### src/rtl/player_hit_judge_if.sv
// Bundle between the game-logic driver and player_hit_judge: bullet and player
// positions, tick/restart controls, and the player status outputs.
interface player_hit_judge_if;
  logic       tick;
  logic [9:0] eb_x;
  logic [9:0] eb_y;
  logic       enemybullet_exist;
  logic [9:0] p_x;
  logic [9:0] p_y;
  logic       restart;
  logic       boom;
  logic [1:0] lives;
  logic       player_visible;
  logic       invincible;
  logic [1:0] explode_frame;
  logic       game_over;

  modport master (
    output tick, eb_x, eb_y, enemybullet_exist, p_x, p_y, restart,
    input  boom, lives, player_visible, invincible, explode_frame, game_over
  );

  modport slave (
    input  tick, eb_x, eb_y, enemybullet_exist, p_x, p_y, restart,
    output boom, lives, player_visible, invincible, explode_frame, game_over
  );
endinterface

### src/rtl/player_hit_judge.sv
// Enemy-bullet vs player collision judge: raises boom on a hit and tracks lives,
// explosion animation, post-respawn invulnerability and game over.
module player_hit_judge #(
  parameter int BULLET_W      = 10,
  parameter int BULLET_H      = 40,
  parameter int PLAYER_W      = 46,
  parameter int PLAYER_H      = 40,
  parameter int Y_OFFSET      = 480,
  parameter int INIT_LIVES    = 3,
  parameter int EXPLODE_TICKS = 32,
  parameter int INVULN_TICKS  = 120
) (
  input  logic               clk,
  input  logic               rst,
  player_hit_judge_if.slave  bus
);

  localparam int CNT_MAX = (EXPLODE_TICKS > INVULN_TICKS) ? EXPLODE_TICKS : INVULN_TICKS;
  localparam int CNT_W   = $clog2(CNT_MAX);
  localparam int QUARTER = EXPLODE_TICKS / 4;

  typedef enum logic [1:0] {
    ALIVE   = 2'd0,
    EXPLODE = 2'd1,
    INVULN  = 2'd2,
    DEAD    = 2'd3
  } state_t;

  state_t             state_reg;
  logic [CNT_W-1:0]   cnt_reg;
  logic [1:0]         lives_reg;
  logic               boom_reg;
  logic               player_visible_reg;
  logic               invincible_reg;
  logic [1:0]         explode_frame_reg;
  logic               game_over_reg;

  // Axis 0 is x, axis 1 is y. Everything lives in 11 bits so the sums never wrap;
  // the player's y is moved into the bullet's offset vertical space.
  logic [10:0] bul_lo [2];
  logic [10:0] ply_lo [2];
  logic [1:0]  axis_overlap;
  logic        hit;

  assign bul_lo[0] = {1'b0, bus.eb_x};
  assign bul_lo[1] = {1'b0, bus.eb_y};
  assign ply_lo[0] = {1'b0, bus.p_x};
  assign ply_lo[1] = {1'b0, bus.p_y} + 11'(Y_OFFSET);

  genvar gi;
  generate
    for (gi = 0; gi < 2; gi++) begin : g_axis
      localparam logic [10:0] BUL_LEN = 11'((gi == 0) ? BULLET_W : BULLET_H);
      localparam logic [10:0] PLY_LEN = 11'((gi == 0) ? PLAYER_W : PLAYER_H);
      // Half-open intervals: touching edges do not overlap.
      assign axis_overlap[gi] = (bul_lo[gi] < (ply_lo[gi] + PLY_LEN)) &&
                                (ply_lo[gi] < (bul_lo[gi] + BUL_LEN));
    end
  endgenerate

  assign hit = (&axis_overlap) && bus.enemybullet_exist;

  logic [CNT_W-1:0] cnt_next;
  logic [1:0]       frame_next;
  logic             explode_last;
  logic             invuln_last;

  assign cnt_next     = cnt_reg + CNT_W'(1);
  assign frame_next   = 2'(cnt_next / CNT_W'(QUARTER));
  assign explode_last = (cnt_reg == CNT_W'(EXPLODE_TICKS - 1));
  assign invuln_last  = (cnt_reg == CNT_W'(INVULN_TICKS - 1));

  always_ff @(posedge clk) begin
    if (rst) begin
      state_reg          <= ALIVE;
      cnt_reg            <= '0;
      lives_reg          <= 2'(INIT_LIVES);
      boom_reg           <= 1'b0;
      player_visible_reg <= 1'b1;
      invincible_reg     <= 1'b0;
      explode_frame_reg  <= 2'd0;
      game_over_reg      <= 1'b0;
    end else begin
      boom_reg <= 1'b0;
      case (state_reg)
        ALIVE: begin
          // Leaving ALIVE immediately guarantees a single boom for a held hit.
          if (bus.tick && hit) begin
            state_reg          <= EXPLODE;
            boom_reg           <= 1'b1;
            lives_reg          <= lives_reg - 2'd1;
            cnt_reg            <= '0;
            explode_frame_reg  <= 2'd0;
            player_visible_reg <= 1'b0;
          end
        end
        EXPLODE: begin
          if (bus.tick) begin
            if (explode_last) begin
              cnt_reg           <= '0;
              explode_frame_reg <= 2'd0;
              if (lives_reg == 2'd0) begin
                state_reg     <= DEAD;
                game_over_reg <= 1'b1;
              end else begin
                state_reg          <= INVULN;
                invincible_reg     <= 1'b1;
                player_visible_reg <= 1'b1;
              end
            end else begin
              cnt_reg           <= cnt_next;
              explode_frame_reg <= frame_next;
            end
          end
        end
        INVULN: begin
          if (bus.tick) begin
            if (invuln_last) begin
              state_reg      <= ALIVE;
              cnt_reg        <= '0;
              invincible_reg <= 1'b0;
            end else begin
              cnt_reg <= cnt_next;
            end
          end
        end
        DEAD: begin
          if (bus.restart) begin
            state_reg          <= ALIVE;
            cnt_reg            <= '0;
            lives_reg          <= 2'(INIT_LIVES);
            game_over_reg      <= 1'b0;
            player_visible_reg <= 1'b1;
          end
        end
        default: state_reg <= ALIVE;
      endcase
    end
  end

  assign bus.boom           = boom_reg;
  assign bus.lives          = lives_reg;
  assign bus.player_visible = player_visible_reg;
  assign bus.invincible     = invincible_reg;
  assign bus.explode_frame  = explode_frame_reg;
  assign bus.game_over      = game_over_reg;

endmodule

### src/flat_wrapper.sv
// flat-port wrapper written by rule: the top's interface ports become plain ports
module player_hit_judge_flat 
#(
  parameter int BULLET_W      = 10,
  parameter int BULLET_H      = 40,
  parameter int PLAYER_W      = 46,
  parameter int PLAYER_H      = 40,
  parameter int Y_OFFSET      = 480,
  parameter int INIT_LIVES    = 3,
  parameter int EXPLODE_TICKS = 32,
  parameter int INVULN_TICKS  = 120
)
  (clk, rst, bus_tick, bus_eb_x, bus_eb_y, bus_enemybullet_exist, bus_p_x, bus_p_y, bus_restart, bus_boom, bus_lives, bus_player_visible, bus_invincible, bus_explode_frame, bus_game_over);
  player_hit_judge_if bus_i ();
  input  logic clk;
  input  logic rst;
  input wire logic [$bits(bus_i.tick)-1:0] bus_tick;
  input wire logic [$bits(bus_i.eb_x)-1:0] bus_eb_x;
  input wire logic [$bits(bus_i.eb_y)-1:0] bus_eb_y;
  input wire logic [$bits(bus_i.enemybullet_exist)-1:0] bus_enemybullet_exist;
  input wire logic [$bits(bus_i.p_x)-1:0] bus_p_x;
  input wire logic [$bits(bus_i.p_y)-1:0] bus_p_y;
  input wire logic [$bits(bus_i.restart)-1:0] bus_restart;
  output wire logic [$bits(bus_i.boom)-1:0] bus_boom;
  output wire logic [$bits(bus_i.lives)-1:0] bus_lives;
  output wire logic [$bits(bus_i.player_visible)-1:0] bus_player_visible;
  output wire logic [$bits(bus_i.invincible)-1:0] bus_invincible;
  output wire logic [$bits(bus_i.explode_frame)-1:0] bus_explode_frame;
  output wire logic [$bits(bus_i.game_over)-1:0] bus_game_over;
  assign bus_i.tick = bus_tick;
  assign bus_i.eb_x = bus_eb_x;
  assign bus_i.eb_y = bus_eb_y;
  assign bus_i.enemybullet_exist = bus_enemybullet_exist;
  assign bus_i.p_x = bus_p_x;
  assign bus_i.p_y = bus_p_y;
  assign bus_i.restart = bus_restart;
  assign bus_boom = bus_i.boom;
  assign bus_lives = bus_i.lives;
  assign bus_player_visible = bus_i.player_visible;
  assign bus_invincible = bus_i.invincible;
  assign bus_explode_frame = bus_i.explode_frame;
  assign bus_game_over = bus_i.game_over;
  player_hit_judge #(.BULLET_W(BULLET_W), .BULLET_H(BULLET_H), .PLAYER_W(PLAYER_W), .PLAYER_H(PLAYER_H), .Y_OFFSET(Y_OFFSET), .INIT_LIVES(INIT_LIVES), .EXPLODE_TICKS(EXPLODE_TICKS), .INVULN_TICKS(INVULN_TICKS)) u_core (.clk(clk), .rst(rst), .bus(bus_i));
endmodule
### config.mk
export PLATFORM = sky130hd
export DESIGN_NAME = player_hit_judge_flat
export DESIGN_NICKNAME = d
export VERILOG_FILES = /design/src/rtl/player_hit_judge_if.sv /design/src/rtl/player_hit_judge.sv /design/src/flat_wrapper.sv
export SDC_FILE = /design/constraint.sdc
export NUM_CORES = 1
export LEC_CHECK = 0
export CAP_MARGIN = 5
export CORE_ASPECT_RATIO = 1.5
export CORE_MARGIN = 2
export CORE_UTILIZATION = 55
export DETAILED_ROUTE_END_ITERATION = 10
export PLACE_DENSITY_LB_ADDON = 0.25
export RECOVER_POWER = 25
export SLEW_MARGIN = 10
export SYNTH_ARGS = -nofsm -noshare
export SYNTH_HDL_FRONTEND = slang
export SYNTH_SLANG_ARGS = --single-unit
export TNS_END_PERCENT = 1
### constraint.sdc
create_clock -name clk -period 8.28 [get_ports clk]
set_clock_uncertainty 0.05 [all_clocks]
set_input_delay 1.656 -clock clk [delete_from_list [all_inputs] [get_ports clk]]
set_output_delay 1.656 -clock clk [all_outputs]
set_load 0.05 [all_outputs]
==> results of run 1 <==
[worst max-delay path, cell delays in order]
cell and delay, ps:
clkdlybuf4s50_1 530, inv_1 60, ha_1 220, nand2b_1 100, a21oi_1 70, nor2b_1 190
nand3_1 110, xor2_1 150, ha_1 200, a2111oi_0 460, o21a_1 180, o21ai_0 90
o211a_1 180, o31ai_4 660, and2_0 400, o21ai_0 140
[power by group]
| part | internal (mW) | leakage (nW) | switching [mW] |
|---|---|---|---|
| Combinational | 0.134 | 1.16 | 0.205 |
| Sequential | 0.0915 | 0.138 | 0.00665 |
| Clock | 0.0343 | 0.0228 | 0.0301 |
[Yosys cell counts, types with 2 or more instances]
| cell | n | area [sq um] |
|---|---|---|
| o21ai_0 | 17 | 85.1 |
| nand2b_1 | 11 | 68.8 |
| dfxtp_1 | 17 | 340 |
| nand3_1 | 8 | 40.0 |
| nand4_1 | 7 | 43.8 |
| nor2_1 | 24 | 90.1 |
| o2111ai_1 | 2 | 17.5 |
| o31a_1 | 2 | 17.5 |
| nor3_1 | 8 | 40.0 |
| or2_2 | 2 | 12.5 |
| xor2_1 | 13 | 114 |
| ha_1 | 48 | 601 |
| and3_1 | 3 | 18.8 |
| a311o_1 | 2 | 20.0 |
| a211oi_1 | 7 | 52.6 |
| xnor2_1 | 14 | 123 |
| a21oi_1 | 14 | 70.1 |
| nor3b_1 | 3 | 22.5 |
| a41o_1 | 3 | 30.0 |
| o31ai_1 | 3 | 22.5 |
| nand3b_1 | 3 | 22.5 |
| a311oi_1 | 3 | 26.3 |
| a21o_1 | 3 | 22.5 |
| nor4_1 | 5 | 31.3 |
| nand2_1 | 18 | 67.6 |
| o211ai_1 | 3 | 22.5 |
| a31oi_1 | 2 | 12.5 |
| nor2b_1 | 4 | 25.0 |
| o21a_1 | 2 | 15.0 |
| inv_1 | 25 | 93.8 |
| clkbuf_1 | 4 | 15.0 |
| or3_1 | 2 | 12.5 |
[layer usage]
metal	wire length, microns	part of all wire [%]	up-vias
li1	-	-	1274
met4	158	2.6	0
met2	3330	54	48
met3	223	3.6	15
met1	2480	40	1204
met5	0	0	-
[through the flow]
step           worst slack [ps]  area, sq um  std cells
2_1_floorplan              3920         2530        313
3_3_place_gp               2870         3080        408
3_5_place_dp               2730         3080        408
4_1_cts                    2970         3130        412
5_1_grt                    2630         3130        412
6_report                   2980         3130        412
[worst max-delay path by stage]
stage / slack, ps / end / cells after the start / start
2_1_floorplan: 3920 / u_core.cnt_reg[2] / 13 / bus_p_y[5]
3_3_place_gp: 2870 / u_core.cnt_reg[2] / 14 / bus_p_y[5]
3_5_place_dp: 2730 / u_core.cnt_reg[4] / 16 / bus_p_x[1]
4_1_cts: 2970 / u_core.cnt_reg[4] / 16 / bus_p_x[1]
5_1_grt: 2630 / u_core.cnt_reg[4] / 16 / bus_p_x[1]
6_report: 2980 / u_core.cnt_reg[4] / 16 / bus_p_x[1]
[cell type report]
class,instances,area (sq um),share of cell area [%]
Timing Repair Buffer,52,520,16.7
Inverter,25,93.8,3.00
Sequential cell,17,340,10.9
Multi-Input combinational cell,266,2070,66.1
Clock buffer,4,45.0,1.44
Tap cell,48,60.1,1.92
[logic make-up (layout without fill, tap and decap cells)]
| family | Yosys count | in the layout | synth area share [%] |
|---|---|---|---|
| AO/OA/AOI/OAI | 83 | 83 | 25.1 |
| XOR/XNOR | 27 | 27 | 9.36 |
| adder cells (fa/ha/maj) | 48 | 48 | 23.8 |
| buffers and inverters | 30 | 81 | 4.75 |
| flip-flops | 17 | 17 | 13.5 |
| multiplexers | 1 | 1 | 0.396 |
| AND/OR/NAND/NOR | 107 | 107 | 23.2 |
==> metrics.cfg, run 1 <==
[critical_path]
critPathKind = in2reg
r2r-start = u_core.cnt_reg[0]
r2r-end = u_core.state_reg[0]
reg2reg_slack_ps = 5990
worst-path-max-fanout = 15
critPathRequiredTime_ps = 8360
reg2regPathDepth = 6
cp.arrival_ps = 5390
crit_path_end_kind = register
cp-start-kind = input port

[clock_tree]
clk_latency_ps = 260
cts_resized = 0
cts_buffer_depth = 2
numCtsBuffers = 3
cts_sinks = 17
h-tree-depth = 1
cts_root_buffer = clkbuf_8
post-cts-setup-buffers = 0
clk_pin_slew_ps = 70
cts_tree = yes
ctsHoldBuffers = 0

[routing]
vias = 2541
drc = 0
wire_per_inst_microns = 15.0
first_pass_iters = 4
via_per_inst = 6.17
wirelength_mm = 6.19
drtIter0Drc = 93
ant_nets = 0

[sta]
relSlewSlack_pct = 43.0
finalSetupTns_ps = 0
slew_viol_final = 0
hold_viol = 0
min_period_ps = 5310
whs_ps = 428
grt_setup_unrepaired = false
tightest_slew_ps = 852
max_freq_ghz = 0.189
finalSetupViolCount = 0
period_share_pct = 64.1

[finish]
layout.nets = 458
fillCellCount = 383
final_cell_mix = 48 x ha_1, 46 x clkdlybuf4s50_1, 25 x inv_1
final_util_pct = 70.0
area_delta_synth_final_pct = 23.7
final_common_cell = ha_1
largest_reg_flops = 7
num_antenna_cells = 0
drive_gt1_share_pct = 4.67

[logic_synthesis]
synth_cells = 313
syn-num-nets = 406
synth-edff-count = 0
ys_types = 63
avgSynthCellArea_sq_um = 8.07
yosys_most_used_dff = dfxtp_1
ys_async_sr_fraction_pct = 0
yosysWarnings = 0
syn_area_sq_um = 2530
ys_seq_area_share_pct = 13.5
synth_seq_cells = 17

[pwr]
finalPower_mw = 0.501
ir_worst_vdd_mv = 0.252
p_leak_nw = 1.32
power.density_nw_per_um2 = 160

[global_routing]
antenna_found_initial = 0
grt_util_met2_pct = 46.7
grt-ovfl-total = 0
gr-max-usage-layer = met2
grt_start_max_net_pins = 26
grt_usage_pct = 24.7
grtUsageMet3_pct = 2.97
grt_pass1_vias = 2387
grt_pass1_wl_mm = 10.2
globalRouteMet1Util_pct = 26.7

[placed_design]
gp_congestion = 0.870
hpwlAfterDp_mm = 5.12
io_buffers = 52

[hold_path]
hp-start = u_core.bus.invincible
min_to = u_core.bus.invincible
hold_path_depth = 2
hold_path.class = reg2reg

[die]
dieArea_sq_um = 5160
rows = 30
dieHeight_microns = 87.0
top_level_ports = 53
die_w_microns = 59.3
initial_core_util_pct = 56.6
core_area_sq_um = 4470

[flow_run]
max_cap_viol_count = 0

[outcome]
outcome = finished clean

No activity file was read; power rests on OpenSTA's default activity.
==> run 2, diff against run 1 <==
--- a/config.mk
+++ b/config.mk
@@ -8,7 +8,7 @@
 export CAP_MARGIN = 5
 export CORE_ASPECT_RATIO = 1.5
 export CORE_MARGIN = 2
-export CORE_UTILIZATION = 55
+export CORE_UTILIZATION = 53
 export DETAILED_ROUTE_END_ITERATION = 10
 export PLACE_DENSITY_LB_ADDON = 0.25
 export RECOVER_POWER = 25
==> constraint.sdc (replaced) <==
create_clock -name clk -period 5.3 [get_ports clk]
set_clock_uncertainty 0.05 [all_clocks]
set_input_delay 1.06 -clock clk [delete_from_list [all_inputs] [get_ports clk]]
set_output_delay 1.06 -clock clk [all_outputs]
set_load 0.05 [all_outputs]
==> run 2 against run 1 <==
Effect of this change: combinational power up 61%; final cell count up 4.1%; sequential cell count unchanged; clock-buffer cell count unchanged; global-route usage up 0.58 points; hold slack worse by 1.5 ps; die area up 3.6%; total power up 59%; worst setup slack worse by 2400 ps; register-to-register slack worse by 3000 ps; via count up 1.2%; wire length up 2.6%.
==> metrics.cfg, run 2 (synthesis results as in run 1) <==
[routing]
first_pass_iters = 4  ; unchanged
drc = 0  ; unchanged
via_per_inst = 6.00  ; was 6.17
drtIter0Drc = 108  ; was 93
vias = 2572  ; was 2541
wire_per_inst_microns = 14.8  ; was 15.0 microns
ant_nets = 0  ; unchanged
wirelength_mm = 6.35  ; was 6.19 mm

[critical_path]
worst-path-max-fanout = 13  ; was 15
cp-startpoint = bus_p_y[5]  ; was bus_p_x[1]
r2r-start = u_core.cnt_reg[0]  ; unchanged
crit_path_end_kind = register  ; unchanged
reg2reg_slack_ps = 2980  ; was 5990 ps
critPathKind = in2reg  ; unchanged
cp-start-kind = input port  ; unchanged
critPathRequiredTime_ps = 5420  ; was 8360 ps
cp.arrival_ps = 4800  ; was 5390 ps

[finish]
fillCellCount = 382  ; was 383
finish.instance_area_sq_um = 3150  ; was 3130 sq um
multi_input_area_sq_um = 2070  ; unchanged
final_common_cell = ha_1  ; unchanged
layout.nets = 459  ; was 458
area_delta_synth_final_pct = 24.8  ; was 23.7%
largest_reg_flops = 7  ; unchanged
regArea_sq_um = 340  ; unchanged
num_antenna_cells = 0  ; unchanged
drive_gt1_share_pct = 4.93  ; was 4.67%
final_cell_mix = 48 x ha_1, 46 x clkdlybuf4s50_1, 25 x inv_1  ; unchanged

[placed_design]
io_buffers = 52  ; unchanged
placed_cell_area_sq_um = 3110  ; was 3080 sq um
gp_congestion = 0.888  ; was 0.870
hpwlAfterDp_mm = 5.22  ; was 5.12 mm

[clock_tree]
cts_root_buffer = clkbuf_8  ; unchanged
cts_tree = yes  ; unchanged
clk_latency_ps = 250  ; was 260 ps
post-cts-setup-buffers = 0  ; unchanged
cts_sinks = 17  ; unchanged
h-tree-depth = 1  ; unchanged
cts_resized = 0  ; unchanged
clk_pin_slew_ps = 60  ; was 70 ps
numCtsBuffers = 3  ; unchanged
cts_buffer_depth = 2  ; unchanged
ctsHoldBuffers = 0  ; unchanged

[sta]
finalSetupTns_ps = 0  ; unchanged
hold_viol = 0  ; unchanged
slew_viol_final = 0  ; unchanged
finalSetupViolCount = 0  ; unchanged
relSlewSlack_pct = 40.0  ; was 43.0%
period_share_pct = 88.3
min_period_ps = 4680
max_freq_ghz = 0.214
grt_setup_unrepaired = false  ; unchanged
tightest_slew_ps = 896  ; was 852 ps

[global_routing]
antenna_found_initial = 0  ; unchanged
grt_usage_pct = 25.3  ; was 24.7%
grt_pass1_vias = 2517  ; was 2387
grt-ovfl-total = 0  ; unchanged
grt_start_max_net_pins = 26  ; unchanged
grt_pass1_wl_mm = 10.7  ; was 10.2 mm

[outcome]
outcome = finished clean  ; unchanged

[die]
rows = 30  ; unchanged
initial_core_util_pct = 55.6  ; was 56.6%
top_level_ports = 53  ; unchanged
core_area_sq_um = 4540  ; was 4470 sq um
dieHeight_microns = 88.6  ; was 87.0 microns
dieArea_sq_um = 5350  ; was 5160 sq um
die_w_microns = 60.4  ; was 59.3 microns

[hold_path]
hold_path.class = reg2reg  ; unchanged
hp-start = u_core.bus.invincible  ; unchanged

[pwr]
comb_power_share_pct = 68.6  ; was 67.6%
seq_power_share_pct = 19.2  ; was 19.6%
pwr-share-clk_pct = 12.2  ; was 12.8%
power.density_nw_per_um2 = 253  ; was 160 nW/um^2
internal-power_mw = 0.415  ; was 0.260 mW
p_leak_nw = 1.32  ; about the same
finalPower_mw = 0.798  ; was 0.501 mW
swShare_pct = 48.0  ; was 48.1%
ir_worst_vdd_mv = 0.431  ; was 0.252 mV
switchingPower_mw = 0.383  ; was 0.241 mW

[flow_run]
max_cap_viol_count = 0  ; unchanged

[run 2: cell types whose count changed in the layout (fill, tap and decap cells not counted), sizes merged]
| cell | change |
|---|---|
| buf | +1 |
[run 2: path summary, 6_finish.rpt]
check	depth (start not counted)	endpoint
setup reg to reg	6	u_core.state_reg[0]
hold / removal	2	u_core.bus.invincible
hold reg to reg	2	u_core.bus.invincible
setup / recovery	15	u_core.cnt_reg[3]
[run 2: stage by stage]
stage / setup slack (ps) / instances / util [%] / hold slack, ps
2_1_floorplan: 1530 / 313 / - / 416
3_3_place_gp: 520 / 425 / 68.4 / 413
3_5_place_dp: 379 / 425 / 68.4 / 418
4_1_cts: 630 / 429 / 69.4 / 435
5_1_grt: 276 / 429 / 69.4 / 482
6_report: 619 / 429 / 69.4 / 427
[run 2: area by class of cell]
type,count,share of cell area (%)
Clock buffer,4,1.43
Sequential cell,17,10.8
Timing Repair Buffer,53,16.7
Inverter,25,2.98
Tap cell,64,2.54
Multi-Input combinational cell,266,65.5
[run 2: worst max-delay path, cell delays in order]
cell and delay (ps):
clkdlybuf4s50_1 600, inv_1 130, ha_1 270, xnor2_1 330
nor3_1 120, xnor2_1 140, ha_1 300, nand4_1 90
or3_1 380, nor3_1 320, o31a_1 280, o31ai_4 170
buf_4 210, a311o_1 350, o31ai_2 60
[run 2: layer usage]
layer / up-vias / share of wire [%] / GRT usage [%] / wire (microns)
li1: 1277 / - / - / -
met5: - / 0 / 0 / 0
met1: 1190 / 39 / 27.7 / 2450
met2: 89 / 54 / 48.9 / 3410
met4: 0 / 2.3 / 8.08 / 144
met3: 16 / 5.5 / 2.34 / 352
[run 2: power groups by stage]
stage	Sequential (mW)	Clock (mW)	Combinational, mW
2_1_floorplan	0.173	0	0.376
5_1_grt	0.156	0.103	0.600
4_1_cts	0.154	0.0985	0.544
3_3_place_gp	0.156	0	0.530
6_report	0.154	0.0971	0.547
3_5_place_dp	0.157	0	0.540
==> run 3, diff against run 2 <==
--- a/config.mk
+++ b/config.mk
@@ -7,7 +7,7 @@
 export LEC_CHECK = 0
 export CAP_MARGIN = 5
 export CORE_ASPECT_RATIO = 1.5
-export CORE_MARGIN = 2
+export CORE_MARGIN = 5
 export CORE_UTILIZATION = 53
 export DETAILED_ROUTE_END_ITERATION = 10
 export PLACE_DENSITY_LB_ADDON = 0.25
==> run 3 against run 2 <==
Effect of this change: global-route usage shrank 4.3 points; first-iteration DRC count shrank 6.5%; non-clock buffer count is the same; sequential share of layout area is the same; fmax grew 2.9%; hold slack gained 8.4 ps; sequential power is essentially flat; die area grew 17%; sequential cell count is the same; via count shrank 3.1%; critical endpoint is now u_core.state_reg[1].
==> metrics.cfg, run 3 (synthesis results as in run 1) <==
[critical_path]
critPathKind = in2reg  ; unchanged
worst-path-max-fanout = 10  ; was 13
cp.arrival_ps = 4660  ; was 4800 ps
crit_path_end_kind = register  ; unchanged
critPathRequiredTime_ps = 5410  ; was 5420 ps
cp-start-kind = input port  ; unchanged

[clock_tree]
cts_sinks = 17  ; unchanged
h-tree-depth = 1  ; unchanged
cts_root_buffer = clkbuf_8  ; unchanged
clk_latency_ps = 250  ; about the same
ctsHoldBuffers = 0  ; unchanged
cts_buffer_depth = 2  ; unchanged
clk_pin_slew_ps = 70  ; was 60 ps
cts_resized = 0  ; unchanged
post-cts-setup-buffers = 0  ; unchanged
numCtsBuffers = 3  ; unchanged
cts_tree = yes  ; unchanged

[global_routing]
grt_usage_pct = 21.0  ; was 25.3%
grt-ovfl-total = 0  ; unchanged
grt_pass1_vias = 2523  ; was 2517
grt_pass1_wl_mm = 10.6  ; was 10.7 mm
grt_start_max_net_pins = 26  ; unchanged
antenna_found_initial = 0  ; unchanged

[finish]
fin_cells = 429  ; unchanged
largest_reg_flops = 7  ; unchanged
final_cell_mix = 48 x ha_1, 46 x clkdlybuf4s50_1, 25 x inv_1  ; unchanged
drive_gt1_share_pct = 4.93  ; unchanged
area_delta_synth_final_pct = 24.8  ; unchanged
final_common_cell = ha_1  ; unchanged
layout.nets = 459  ; unchanged
fillCellCount = 392  ; was 382
num_antenna_cells = 0  ; unchanged

[sta]
slew_viol_final = 0  ; unchanged
hold_viol = 0  ; unchanged
tightest_slew_ps = 898  ; was 896 ps
period_share_pct = 85.8  ; was 88.3%
min_period_ps = 4550  ; was 4680 ps
max_freq_ghz = 0.220  ; was 0.214 GHz
finalSetupTns_ps = 0  ; unchanged
grt_setup_unrepaired = false  ; unchanged
relSlewSlack_pct = 39.9  ; was 40.0%
finalSetupViolCount = 0  ; unchanged

[routing]
wirelength_mm = 6.39  ; was 6.35 mm
drtIter0Drc = 101  ; was 108
ant_nets = 0  ; unchanged
via_per_inst = 5.81  ; was 6.00
wire_per_inst_microns = 14.9  ; was 14.8 microns
first_pass_iters = 4  ; unchanged
drc = 0  ; unchanged
vias = 2491  ; was 2572

[die]
initial_core_util_pct = 55.2  ; was 55.6%
rows = 30  ; unchanged
dieArea_sq_um = 6280  ; was 5350 sq um
core_area_sq_um = 4580  ; was 4540 sq um
dieHeight_microns = 94.6  ; was 88.6 microns
die_w_microns = 66.4  ; was 60.4 microns
top_level_ports = 53  ; unchanged

[placed_design]
hpwlAfterDp_mm = 5.30  ; was 5.22 mm
io_buffers = 52  ; unchanged
dp_cells = 425  ; unchanged
gp_congestion = 0.892  ; was 0.888

[hold_path]
hold_path.class = reg2reg  ; unchanged

[pwr]
switchingPower_mw = 0.375  ; was 0.383 mW
seq_power_share_pct = 19.4  ; was 19.2%
internal-power_mw = 0.414  ; was 0.415 mW
pwr-share-clk_pct = 12.5  ; was 12.2%
swShare_pct = 47.5  ; was 48.0%
ir_worst_vdd_mv = 0.315  ; was 0.431 mV
comb_power_share_pct = 68.0  ; was 68.6%
power.density_nw_per_um2 = 250  ; was 253 nW/um^2
p_leak_nw = 1.32  ; unchanged

[flow_run]
max_cap_viol_count = 0  ; unchanged

[outcome]
outcome = finished clean  ; unchanged

## run 3: final timing paths
check,start,end,slack (ps),cells past startpoint
worst min register to register,u_core.bus.invincible,u_core.bus.invincible,440,2
worst max-delay path,bus_p_x[2],u_core.state_reg[1],750,17
worst min-delay path,u_core.bus.invincible,u_core.bus.invincible,440,2
worst max register to register,u_core.cnt_reg[0],u_core.state_reg[0],2940,6
## run 3: area by class of cell
class                      count  area [sq um]  area share [%]
multi-input combinational    266          2070            65.5
timing repair buffer          53           528            16.7
sequential                    17           340            10.8
clock buffer                   4          45.0            1.43
tap                           64          80.1            2.54
inverter                      25          93.8            2.98
## run 3: per-layer routing
metal,routed length [microns],share of wire [%],global-route usage [%],vias up
met2,3400,53,41.6,48
met1,2640,41,21.6,1156
met5,0,0,0,-
li1,-,-,-,1277
met3,247,3.9,3.45,10
met4,108,1.7,6.27,0
## run 3: critical path, cell delays in order
cell and delay [ps]:
clkdlybuf4s50_1 540, inv_1 60, ha_1 200, nand2b_1 90, a21oi_1 70, nor2b_1 180
nand3_1 110, xor2_1 150, ha_1 190, a2111oi_0 470, o21a_1 190, o21ai_0 70
o211a_1 180, o31ai_4 480, buf_4 250, nand3b_4 90, a221oi_2 260
## run 3: through the flow
step / hold WS [ps] / power, mW / area (sq um) / setup slack [ps] / util [%]
3_5_place_dp: 431 / 0.689 / 3110 / 474 / 67.9
6_report: 435 / 0.789 / 3150 / 751 / 68.9
4_1_cts: 444 / 0.792 / 3150 / 720 / 68.9
5_1_grt: 466 / 0.857 / 3150 / 408 / 68.9
3_3_place_gp: 408 / 0.682 / 3110 / 606 / 67.9
2_1_floorplan: 416 / 0.549 / 2530 / 1530 / -
## run 3: power by group through the flow
stage,clock (mW),sequential (mW),combinational [mW]
final,0.0987,0.153,0.537
after global routing,0.108,0.155,0.594
after CTS,0.101,0.154,0.537
after detailed placement,0,0.156,0.533
after global placement,0,0.155,0.527
after floorplan,0,0.173,0.376
